[config.mk]
export PLATFORM = sky130hd
export DESIGN_NAME = add32_block_accum_flat
export DESIGN_NICKNAME = d
export VERILOG_FILES = /design/src/rtl/add_pkg.sv /design/src/rtl/add32_block_accum_if.sv /design/src/rtl/acc_adder.sv /design/src/rtl/add32_block_accum.sv /design/src/flat_wrapper.sv
export SDC_FILE = /design/constraint.sdc
export NUM_CORES = 1
export LEC_CHECK = 0
export CAP_MARGIN = 5
export CORE_MARGIN = 5
export CORE_UTILIZATION = 40
export CTS_CLUSTER_SIZE = 30
export DETAILED_ROUTE_END_ITERATION = 6
export PLACE_DENSITY_LB_ADDON = 0.12
export SYNTH_ARGS = -nofsm -noshare
export SYNTH_HDL_FRONTEND = slang
export SYNTH_HIERARCHICAL = 1
export SYNTH_SLANG_ARGS = --single-unit
export TNS_END_PERCENT = 20
[constraint.sdc]
create_clock -name clk -period 36.6 [get_ports clk]
set_input_delay 5.49 -clock clk [delete_from_list [all_inputs] [get_ports clk]]
set_output_delay 5.49 -clock clk [all_outputs]
set_load 0.005 [all_outputs]
[src/rtl/add_pkg.sv]
// ---------------------------------------------------------------------------
// add_pkg
// Shared definitions for the block accumulator that sits after the 32-bit
// adder: FSM state encoding, default datapath widths, the counter-width
// helper and the single-bit full-adder cell used to build ripple adders.
// ---------------------------------------------------------------------------
package add_pkg;

   // Default widths: input matches the upstream adder result, the
   // accumulator carries 8 guard bits for block totals.
   localparam int ADD_DATA_W = 32;
   localparam int ADD_ACC_W  = 40;

   typedef enum logic [1:0] {
      IDLE  = 2'd0,
      ACCUM = 2'd1,
      DONE  = 2'd2
   } state_t;

   // Counter must hold the values 0..count inclusive.
   function automatic int cnt_width(input int count);
      return $clog2(count + 1);
   endfunction

   // Full-adder cell, returned as {carry_out, sum}. Same cell the upstream
   // adder ripples, so both arithmetic paths share one style.
   function automatic logic [1:0] full_add(input logic a, input logic b, input logic ci);
      logic s;
      logic co;
      s  = a ^ b ^ ci;
      co = (a & b) | (ci & (a ^ b));
      return {co, s};
   endfunction

endpackage

[src/rtl/add32_block_accum_if.sv]
// ---------------------------------------------------------------------------
// add32_block_accum_if
// Valid/ready bundle for the block accumulator.
//   in_valid / in_ready / in_data    : sample stream from the adder
//   out_valid / out_ready            : block-result handshake
//   out_sum / out_ovf                : block total and sticky overflow
// Modports: master = upstream producer / downstream consumer side,
//           slave  = the accumulator block itself.
// ---------------------------------------------------------------------------
interface add32_block_accum_if
   import add_pkg::*;
#(
   parameter int DATA_W = ADD_DATA_W,
   parameter int ACC_W  = ADD_ACC_W
);
   logic              in_valid;
   logic              in_ready;
   logic [DATA_W-1:0] in_data;
   logic              out_valid;
   logic              out_ready;
   logic [ACC_W-1:0]  out_sum;
   logic              out_ovf;

   modport master (
      output in_valid, in_data, out_ready,
      input  in_ready, out_valid, out_sum, out_ovf
   );

   modport slave (
      input  in_valid, in_data, out_ready,
      output in_ready, out_valid, out_sum, out_ovf
   );
endinterface

[src/rtl/acc_adder.sv]
// ---------------------------------------------------------------------------
// acc_adder
// W-bit unsigned ripple adder with carry-in tied low.
//   a, b  : operands
//   sum   : a + b modulo 2^W
//   carry : carry out of bit W-1
// ---------------------------------------------------------------------------
module acc_adder
   import add_pkg::*;
#(
   parameter int W = ADD_ACC_W
) (
   input  logic [W-1:0] a,
   input  logic [W-1:0] b,
   output logic [W-1:0] sum,
   output logic         carry
);

   // Ripple the full-adder cell from bit 0 upward.
   always_comb begin : ripple
      logic       c_s;
      logic [1:0] fa_s;
      sum  = {W{1'b0}};
      c_s  = 1'b0;
      fa_s = 2'b00;
      for (int i = 0; i < W; i++) begin
         fa_s   = full_add(a[i], b[i], c_s);
         sum[i] = fa_s[0];
         c_s    = fa_s[1];
      end
      carry = c_s;
   end

endmodule

[src/rtl/add32_block_accum.sv]
// ---------------------------------------------------------------------------
// add32_block_accum
// Accumulates COUNT accepted input sums per block into an ACC_W-bit total
// and presents the total with a sticky overflow flag.
//   clk    : single clock, rising edge
//   reset  : asynchronous, active-high, clears all state
//   clear  : synchronous abort of the current block (drops pending result)
//   bus    : slave side of the valid/ready bundle (input stream + result)
//   busy   : at least one sample of the current block has been accepted
// ---------------------------------------------------------------------------
module add32_block_accum
   import add_pkg::*;
#(
   parameter int DATA_W = ADD_DATA_W,
   parameter int ACC_W  = ADD_ACC_W,
   parameter int COUNT  = 4
) (
   input  logic                 clk,
   input  logic                 reset,
   input  logic                 clear,
   add32_block_accum_if.slave   bus,
   output logic                 busy
);

   localparam int               CNT_W    = cnt_width(COUNT);
   localparam logic [CNT_W-1:0] CNT_LAST = CNT_W'(COUNT - 1);

   state_t           state;
   state_t           state_nxt;
   logic             accept;
   logic [ACC_W-1:0] ext;
   logic [ACC_W-1:0] acc;
   logic [ACC_W-1:0] add_sum;
   logic             add_carry;
   logic [CNT_W-1:0] cnt;
   logic             ovf;

   // in_ready is a pure state decode, so it is used directly here.
   assign accept = bus.in_valid && (state != DONE);
   assign ext    = ACC_W'(bus.in_data);

   acc_adder #(.W(ACC_W)) u_acc_adder (
      .a     (acc),
      .b     (ext),
      .sum   (add_sum),
      .carry (add_carry)
   );

   // FSM state register.
   always_ff @(posedge clk or posedge reset) begin
      if (reset) begin
         state <= IDLE;
      end else begin
         state <= state_nxt;
      end
   end

   // FSM next-state logic; clear overrides every transition.
   always_comb begin
      state_nxt = state;
      if (clear) begin
         state_nxt = IDLE;
      end else begin
         case (state)
            IDLE: begin
               if (accept) begin
                  state_nxt = (COUNT == 1) ? DONE : ACCUM;
               end else begin
                  state_nxt = IDLE;
               end
            end
            ACCUM: begin
               if (accept && (cnt == CNT_LAST)) begin
                  state_nxt = DONE;
               end else begin
                  state_nxt = ACCUM;
               end
            end
            DONE: begin
               if (bus.out_ready) begin
                  state_nxt = IDLE;
               end else begin
                  state_nxt = DONE;
               end
            end
            default: state_nxt = IDLE;
         endcase
      end
   end

   // FSM output decode; result fields come straight from registers.
   always_comb begin
      bus.in_ready  = 1'b0;
      bus.out_valid = 1'b0;
      busy          = 1'b0;
      case (state)
         IDLE: begin
            bus.in_ready = 1'b1;
         end
         ACCUM: begin
            bus.in_ready = 1'b1;
            busy         = 1'b1;
         end
         DONE: begin
            bus.out_valid = 1'b1;
         end
         default: begin
            bus.in_ready  = 1'b0;
            bus.out_valid = 1'b0;
            busy          = 1'b0;
         end
      endcase
      bus.out_sum = acc;
      bus.out_ovf = ovf;
   end

   // Accumulator, sample counter and sticky overflow.
   // The first accept of a block loads acc rather than adding, which also
   // clears the previous block's overflow. acc is left stale after the
   // result is taken so out_sum needs no extra hold register.
   always_ff @(posedge clk or posedge reset) begin
      if (reset) begin
         acc <= {ACC_W{1'b0}};
         cnt <= {CNT_W{1'b0}};
         ovf <= 1'b0;
      end else if (clear) begin
         acc <= {ACC_W{1'b0}};
         cnt <= {CNT_W{1'b0}};
         ovf <= 1'b0;
      end else begin
         case (state)
            IDLE: begin
               if (accept) begin
                  acc <= ext;
                  cnt <= CNT_W'(1);
                  ovf <= 1'b0;
               end
            end
            ACCUM: begin
               if (accept) begin
                  acc <= add_sum;
                  cnt <= cnt + CNT_W'(1);
                  ovf <= ovf | add_carry;
               end
            end
            DONE: begin
               if (bus.out_ready) begin
                  cnt <= {CNT_W{1'b0}};
               end
            end
            default: begin
               acc <= {ACC_W{1'b0}};
               cnt <= {CNT_W{1'b0}};
               ovf <= 1'b0;
            end
         endcase
      end
   end

endmodule

[src/flat_wrapper.sv]
// flat-port wrapper written by rule: the top's interface ports become plain ports
module add32_block_accum_flat import add_pkg::*;
#(
   parameter int DATA_W = ADD_DATA_W,
   parameter int ACC_W  = ADD_ACC_W,
   parameter int COUNT  = 4
)
  (clk, reset, clear, busy, bus_in_valid, bus_in_data, bus_out_ready, bus_in_ready, bus_out_valid, bus_out_sum, bus_out_ovf);
  add32_block_accum_if #(.DATA_W(DATA_W), .ACC_W(ACC_W)) bus_i ();
  input  logic clk;
  input  logic reset;
  input  logic clear;
  output logic busy;
  input wire logic [$bits(bus_i.in_valid)-1:0] bus_in_valid;
  input wire logic [$bits(bus_i.in_data)-1:0] bus_in_data;
  input wire logic [$bits(bus_i.out_ready)-1:0] bus_out_ready;
  output wire logic [$bits(bus_i.in_ready)-1:0] bus_in_ready;
  output wire logic [$bits(bus_i.out_valid)-1:0] bus_out_valid;
  output wire logic [$bits(bus_i.out_sum)-1:0] bus_out_sum;
  output wire logic [$bits(bus_i.out_ovf)-1:0] bus_out_ovf;
  assign bus_i.in_valid = bus_in_valid;
  assign bus_i.in_data = bus_in_data;
  assign bus_i.out_ready = bus_out_ready;
  assign bus_in_ready = bus_i.in_ready;
  assign bus_out_valid = bus_i.out_valid;
  assign bus_out_sum = bus_i.out_sum;
  assign bus_out_ovf = bus_i.out_ovf;
  add32_block_accum #(.DATA_W(DATA_W), .ACC_W(ACC_W), .COUNT(COUNT)) u_core (.clk(clk), .reset(reset), .clear(clear), .bus(bus_i), .busy(busy));
endmodule
== Word-level counts from Yosys, hierarchy flattened ==
Index checks and enable logic that the tools add are counted.

* Flip-flop bits (word level): 46

* Add/sub/neg operators: 1
* Equal/unequal tests: 8
* Multiplexer cells: 21
* Bitwise operators: 174
* Reductions and logical operators: 6

{| class="wikitable"
|+ Operators by type and width
! cell !! number
|-
| two-way mux 40 bit || 3
|-
| one-hot mux 40 bit (3 select lines) || 1
|-
| AND 1 bit || 71
|-
| bitwise XOR 1 bit || 71
|-
| bitwise OR 1 bit || 32
|-
| two-way mux 3 bit || 4
|-
| one-hot mux 3 bit (3 select lines) || 1
|-
| two-way mux 1 bit || 7
|-
| two-way mux 2 bit || 3
|-
| != test 3 x 2 -> 1 bit, second input constant || 2
|-
| one-hot mux 2 bit (3 select lines) || 1
|-
| AND reduction 3 bit || 2
|-
| != test 2 bit, second input constant || 2
|-
| adder 3 x 1 -> 3 bit, second input constant || 1
|-
| equality test 3 x 2 -> 1 bit, second input constant || 1
|-
| != test 3 bit, second input constant || 1
|-
| one-hot mux 1 bit (3 select lines) || 1
|-
| equality test 2 x 1 -> 1 bit, second input constant || 1
|-
| equality test 2 bit, second input constant || 1
|-
| logical AND 1 bit || 2
|-
| zero test 2 bit || 1
|-
| OR reduction 2 bit || 1
|}

== Longest topological paths before layout ==
* Word-level depth: 75
* Mapped depth: 47

== Cells and area by module ==
The synthesis kept the hierarchy.

{| class="wikitable"
|+ By module, submodules not included
! module !! instances !! cells each !! area each (sq um)
|-
| add32_block_accum || 1 || 208 || 2615.0
|-
| acc_adder || 1 || 50 || 830.8
|}

== Least setup slack after synthesis ==
Ideal clock, no wire load.

* Path type: input-to-reg
* Start: in bus_in_data[0]
* End: reg u_core.acc[39] (netlist: u_core/bus.out_sum[39])
* Arrival time: 20664 ps
* Required time: 36536 ps
* Setup slack: 15873 ps
* Stages on the path: 46
* Buffers on the path: 0
* Cells stage by stage: ha_1 > fa_1 > fa_1 > fa_1 > fa_1 > fa_1 > fa_1 > fa_1 > fa_1 > fa_1 > fa_1 > fa_1 > fa_1 > fa_1 > fa_1 > fa_1 > inv_1 > fa_1 > [... 10 more ...] > fa_1 > fa_1 > fa_1 > fa_1 > fa_1 > fa_1 > fa_1 > fa_1 > fa_1 > fa_1 > fa_1 > fa_1 > fa_1 > inv_1 > fa_1 > inv_1 > and3_1 > mux2_4

* Cells in the longest elaborated chain, start to end: 74

{| class="wikitable"
|+ RTL lines
! item !! RTL line !! RTL
|-
| start: declaration || flat_wrapper.sv:15 || <nowiki>input wire logic [$bits(bus_i.in_data)-1:0] bus_in_data;</nowiki>
|-
| AND 1 bit (2 in a row) || add_pkg.sv:31 || <nowiki>co = (a & b) | (ci & (a ^ b));</nowiki>
|-
| bitwise OR 1 bit || add_pkg.sv:31 ||
|-
| AND 1 bit || add_pkg.sv:31 ||
|-
| bitwise OR 1 bit || add_pkg.sv:31 ||
|-
| AND 1 bit || add_pkg.sv:31 ||
|-
| bitwise OR 1 bit || add_pkg.sv:31 ||
|-
| AND 1 bit || add_pkg.sv:31 ||
|-
| bitwise OR 1 bit || add_pkg.sv:31 ||
|-
| [... 52 more ...] || n/a ||
|-
| AND 1 bit || add_pkg.sv:31 ||
|-
| bitwise OR 1 bit || add_pkg.sv:31 ||
|-
| AND 1 bit (7 in a row) || add_pkg.sv:31 ||
|-
| bitwise XOR 1 bit || add_pkg.sv:30 || <nowiki>s = a ^ b ^ ci;</nowiki>
|-
| via u_core.add_sum[39] || add32_block_accum.sv:33 || <nowiki>logic [ACC_W-1:0] add_sum;</nowiki>
|-
| two-way mux 40 bit || add32_block_accum.sv:140 || <nowiki>if (accept) begin</nowiki>
|-
| one-hot mux 40 bit (3 select lines) || add32_block_accum.sv:131 || <nowiki>case (state)</nowiki>
|-
| two-way mux 40 bit || add32_block_accum.sv:126 || <nowiki>end else if (clear) begin</nowiki>
|-
| end signal: assignment || add32_block_accum.sv:127 || <nowiki>acc <= {ACC_W{1'b0}};</nowiki>
|-
| end signal: assignment || add32_block_accum.sv:134 || <nowiki>acc <= ext;</nowiki>
|-
| end signal: assignment || add32_block_accum.sv:141 || <nowiki>acc <= add_sum;</nowiki>
|-
| end: declaration || add32_block_accum.sv:32 || <nowiki>logic [ACC_W-1:0] acc;</nowiki>
|}

The timed path passes the listed nets, and every way through them passes these cells. The select of a mux whose other input is x is not followed.
A chain may end at the register's enable or synchronous reset.

== Worst setup path in the final report ==
Same ends and word-level chain as after synthesis.

==> results.txt <==
Outcome -> finished, final reports clean
Global-route wire length before repair -> 11,900 microns
Worst slew pin tran -> 983 ps
Port Buffers -> 80
Die W -> 103 microns
Worst slew margin -> 34.3%
Largest net degree at the start of global routing -> 49
Hold Vio Cnt, Final -> 0
HP Class -> reg2reg
Final Setup Violations -> 0
Max Fclk -> 0.0462 GHz
Post-CTS Hold Buffers -> 0
CTS tree -> built
Crit-path slowest cell -> clkdlybuf4s50_1
Die height -> 103 microns
Most frequent cells in the layout -> clkdlybuf4s50_1, dfrtp_1, mux2_4
Max IR drop VDD -> 0.0000249 V
CORE AREA -> 8300 sq um
Period minus WS final -> 21,630 ps
Postcts setup bufs -> 0
DR DRC count -> 0
Worst Setup End Kind -> register
Critical Path RT -> 36,840 ps
Vias in the first global route -> 2,381
Crit Path Class -> in2reg
Max clock buf depth -> 2
Worst Clk Skew -> 6.24 ps
Initial antenna violation count -> 0
Power Dens Cells -> 36.6 nW/um^2
Design Area, Final -> 4380 sq um
Synth Instances -> 258
Setup TNS Final -> 0 ps
Most common cell after layout, fill and taps aside -> clkdlybuf4s50_1
Placer Congestion -> 0.712
Area after DPL -> 4270 sq um
Layout cells sized above 1 -> 16.5%
Remaining Overflow, GRT -> 0
H-tree Lvls -> 2
Synth Warn # -> 6
Drt total wl -> 7060 microns
Syn Area/Cell -> 13.4 sq um
Max cap viols -> 0
Detail Route Antenna Nets -> 0
Most frequent CP cell -> fa_1
Post-synthesis cell type count -> 30
DP Cell Count -> 436
Leak -> 2.00 nW
Startpoint types -> input port
Post-synthesis cell area -> 3450 sq um
Site row count -> 33
Worst Path Max Fanout -> 2
Syn-to-layout area delta -> 27.0%
CTS clk-pin slew, worst paths -> 90 ps
RSZ-0062 raised after global routing -> false
Sequential element share of the synthesized area -> 33.4%
DR pass1 iterations -> 4
Critical Path AT -> 21,870 ps
Via count -> 2,140
Final non-filler cell total -> 444
Initial Util -> 41.5%
Num CTS Buffers -> 5
DIE AREA -> 10,600 sq um
Hpwl dp -> 4980 microns
Wirelength per Cell -> 15.9 microns
Starting DRT DRC Count -> 37
Clock latency at the later pin of the worst-skew pair -> 300 ps
Final total power -> 160 uW
Final layout net count -> 417
Post-cts resize count -> 0
Num ports -> 81
Register bit count reported by yosys -> 46
Root buffer selected by CTS -> clkbuf_8
Worst path max stage delay -> 440 ps
Max Slew Vio Count -> 0
Total GRT Usage -> 14.3%
Sink Count -> 46
Vias per inst -> 4.82
# diodes -> 0
Post-route clock period utilization -> 59.1%
## layout make-up
type	instances	area, sq um
clock buffers	6	72.6
fillers	732	3920
flip-flops and latches	46	1150
well taps	105	131
repair buffers	82	816
multi-input cells	187	2110
clock inverters	2	37.5
inverters	16	60.1
## worst paths after layout
path	startpoint	endpoint	slack [ps]	depth (start not counted)
max	bus_in_data[0]	u_core/bus.out_sum[39]	14970	47
min	u_core/bus.out_sum[16]	u_core/bus.out_sum[16]	540	1
max reg2reg	u_core/bus.out_sum[0]	u_core/bus.out_sum[39]	20190	46
min reg2reg	u_core/bus.out_sum[16]	u_core/bus.out_sum[16]	540	1
max in group asynchronous	reset	u_core/state[0]	30190	2
min in group asynchronous	reset	u_core/bus.out_sum[37]	5740	2
## critical path, delay by kind of cell
kind,cells,cell delay (ps)
multiplexers,1,130
AND/OR/NAND/NOR,1,140
adder cells (fa/ha/maj),40,15380
buffers and inverters,5,710
## per-layer routing
| metal | track usage (%) | vias to the layer above | share of wire (%) |
|---|---|---|---|
| li1 | - | 1003 | - |
| met1 | 20.7 | 1075 | 47 |
| met2 | 22.4 | 57 | 46 |
| met3 | 3.32 | 5 | 6.1 |
| met4 | 2.39 | 0 | 0.76 |
| met5 | 0 | - | 0 |
## cell families (layout without fill, tap and decap cells)
group | count (synthesis) | after routing | share of synthesized area (%)
other cells | 1 | 8 | 0.109
simple gates | 55 | 55 | 7.55
compound gates | 9 | 9 | 1.92
buf+inv | 32 | 106 | 6.28
xor+xnor | 1 | 1 | 0.254
mux | 72 | 72 | 26.7
flops | 46 | 46 | 33.4
fa+ha+maj | 42 | 42 | 23.7
## sequential cells by signal (all words and copies together) (netlist names)
register and count:
u_core/bus.out_ovf 1, u_core/bus.out_sum 40, u_core/cnt 3, u_core/state 2
## report_power, final
| group | internal, mW | switching (mW) |
|---|---|---|
| combinational | 0.0352 | 0.0227 |
| sequential | 0.0569 | 0.00707 |
| clock | 0.0204 | 0.0179 |
| total | 0.112 | 0.0476 |
## synth_stat cells
library cell | count | share of area (%)
and2b_2 | 1 | 0.25
or2_2 | 1 | 0.18
xnor2_1 | 1 | 0.25
buf_6 | 2 | 0.65
o21ai_0 | 1 | 0.15
mux2i_1 | 32 | 9.3
ha_1 | 3 | 1.1
o32ai_1 | 2 | 0.51
nand3_1 | 3 | 0.44
nand2b_4 | 1 | 0.40
nand2_1 | 1 | 0.11
a32oi_1 | 1 | 0.25
o21ba_2 | 1 | 0.29
buf_4 | 2 | 0.44
buf_12 | 4 | 2.3
conb_1 | 1 | 0.11
inv_1 | 16 | 1.7
and3b_1 | 1 | 0.25
or3b_1 | 1 | 0.25
fa_1 | 39 | 23
a21oi_1 | 2 | 0.29
dfrtp_1 | 46 | 33
nand2b_1 | 1 | 0.18
o21a_1 | 1 | 0.22
and3_1 | 8 | 1.5
clkbuf_1 | 1 | 0.11
a21o_1 | 1 | 0.22
mux2_4 | 40 | 17
buf_2 | 7 | 1.0
nor2_1 | 37 | 4.0
## stage by stage
stage | setup WS, ps | utilization (%) | hold WS (ps)
3_3_place_gp | 14880 | 51.4 | 523
6_report | 14970 | 52.7 | 545
4_1_cts | 14950 | 52.7 | 552
5_1_grt | 14460 | 52.7 | 587
2_1_floorplan | 15870 | - | 521
3_5_place_dp | 14690 | 51.4 | 528
(Power assumes the default switching activity.)
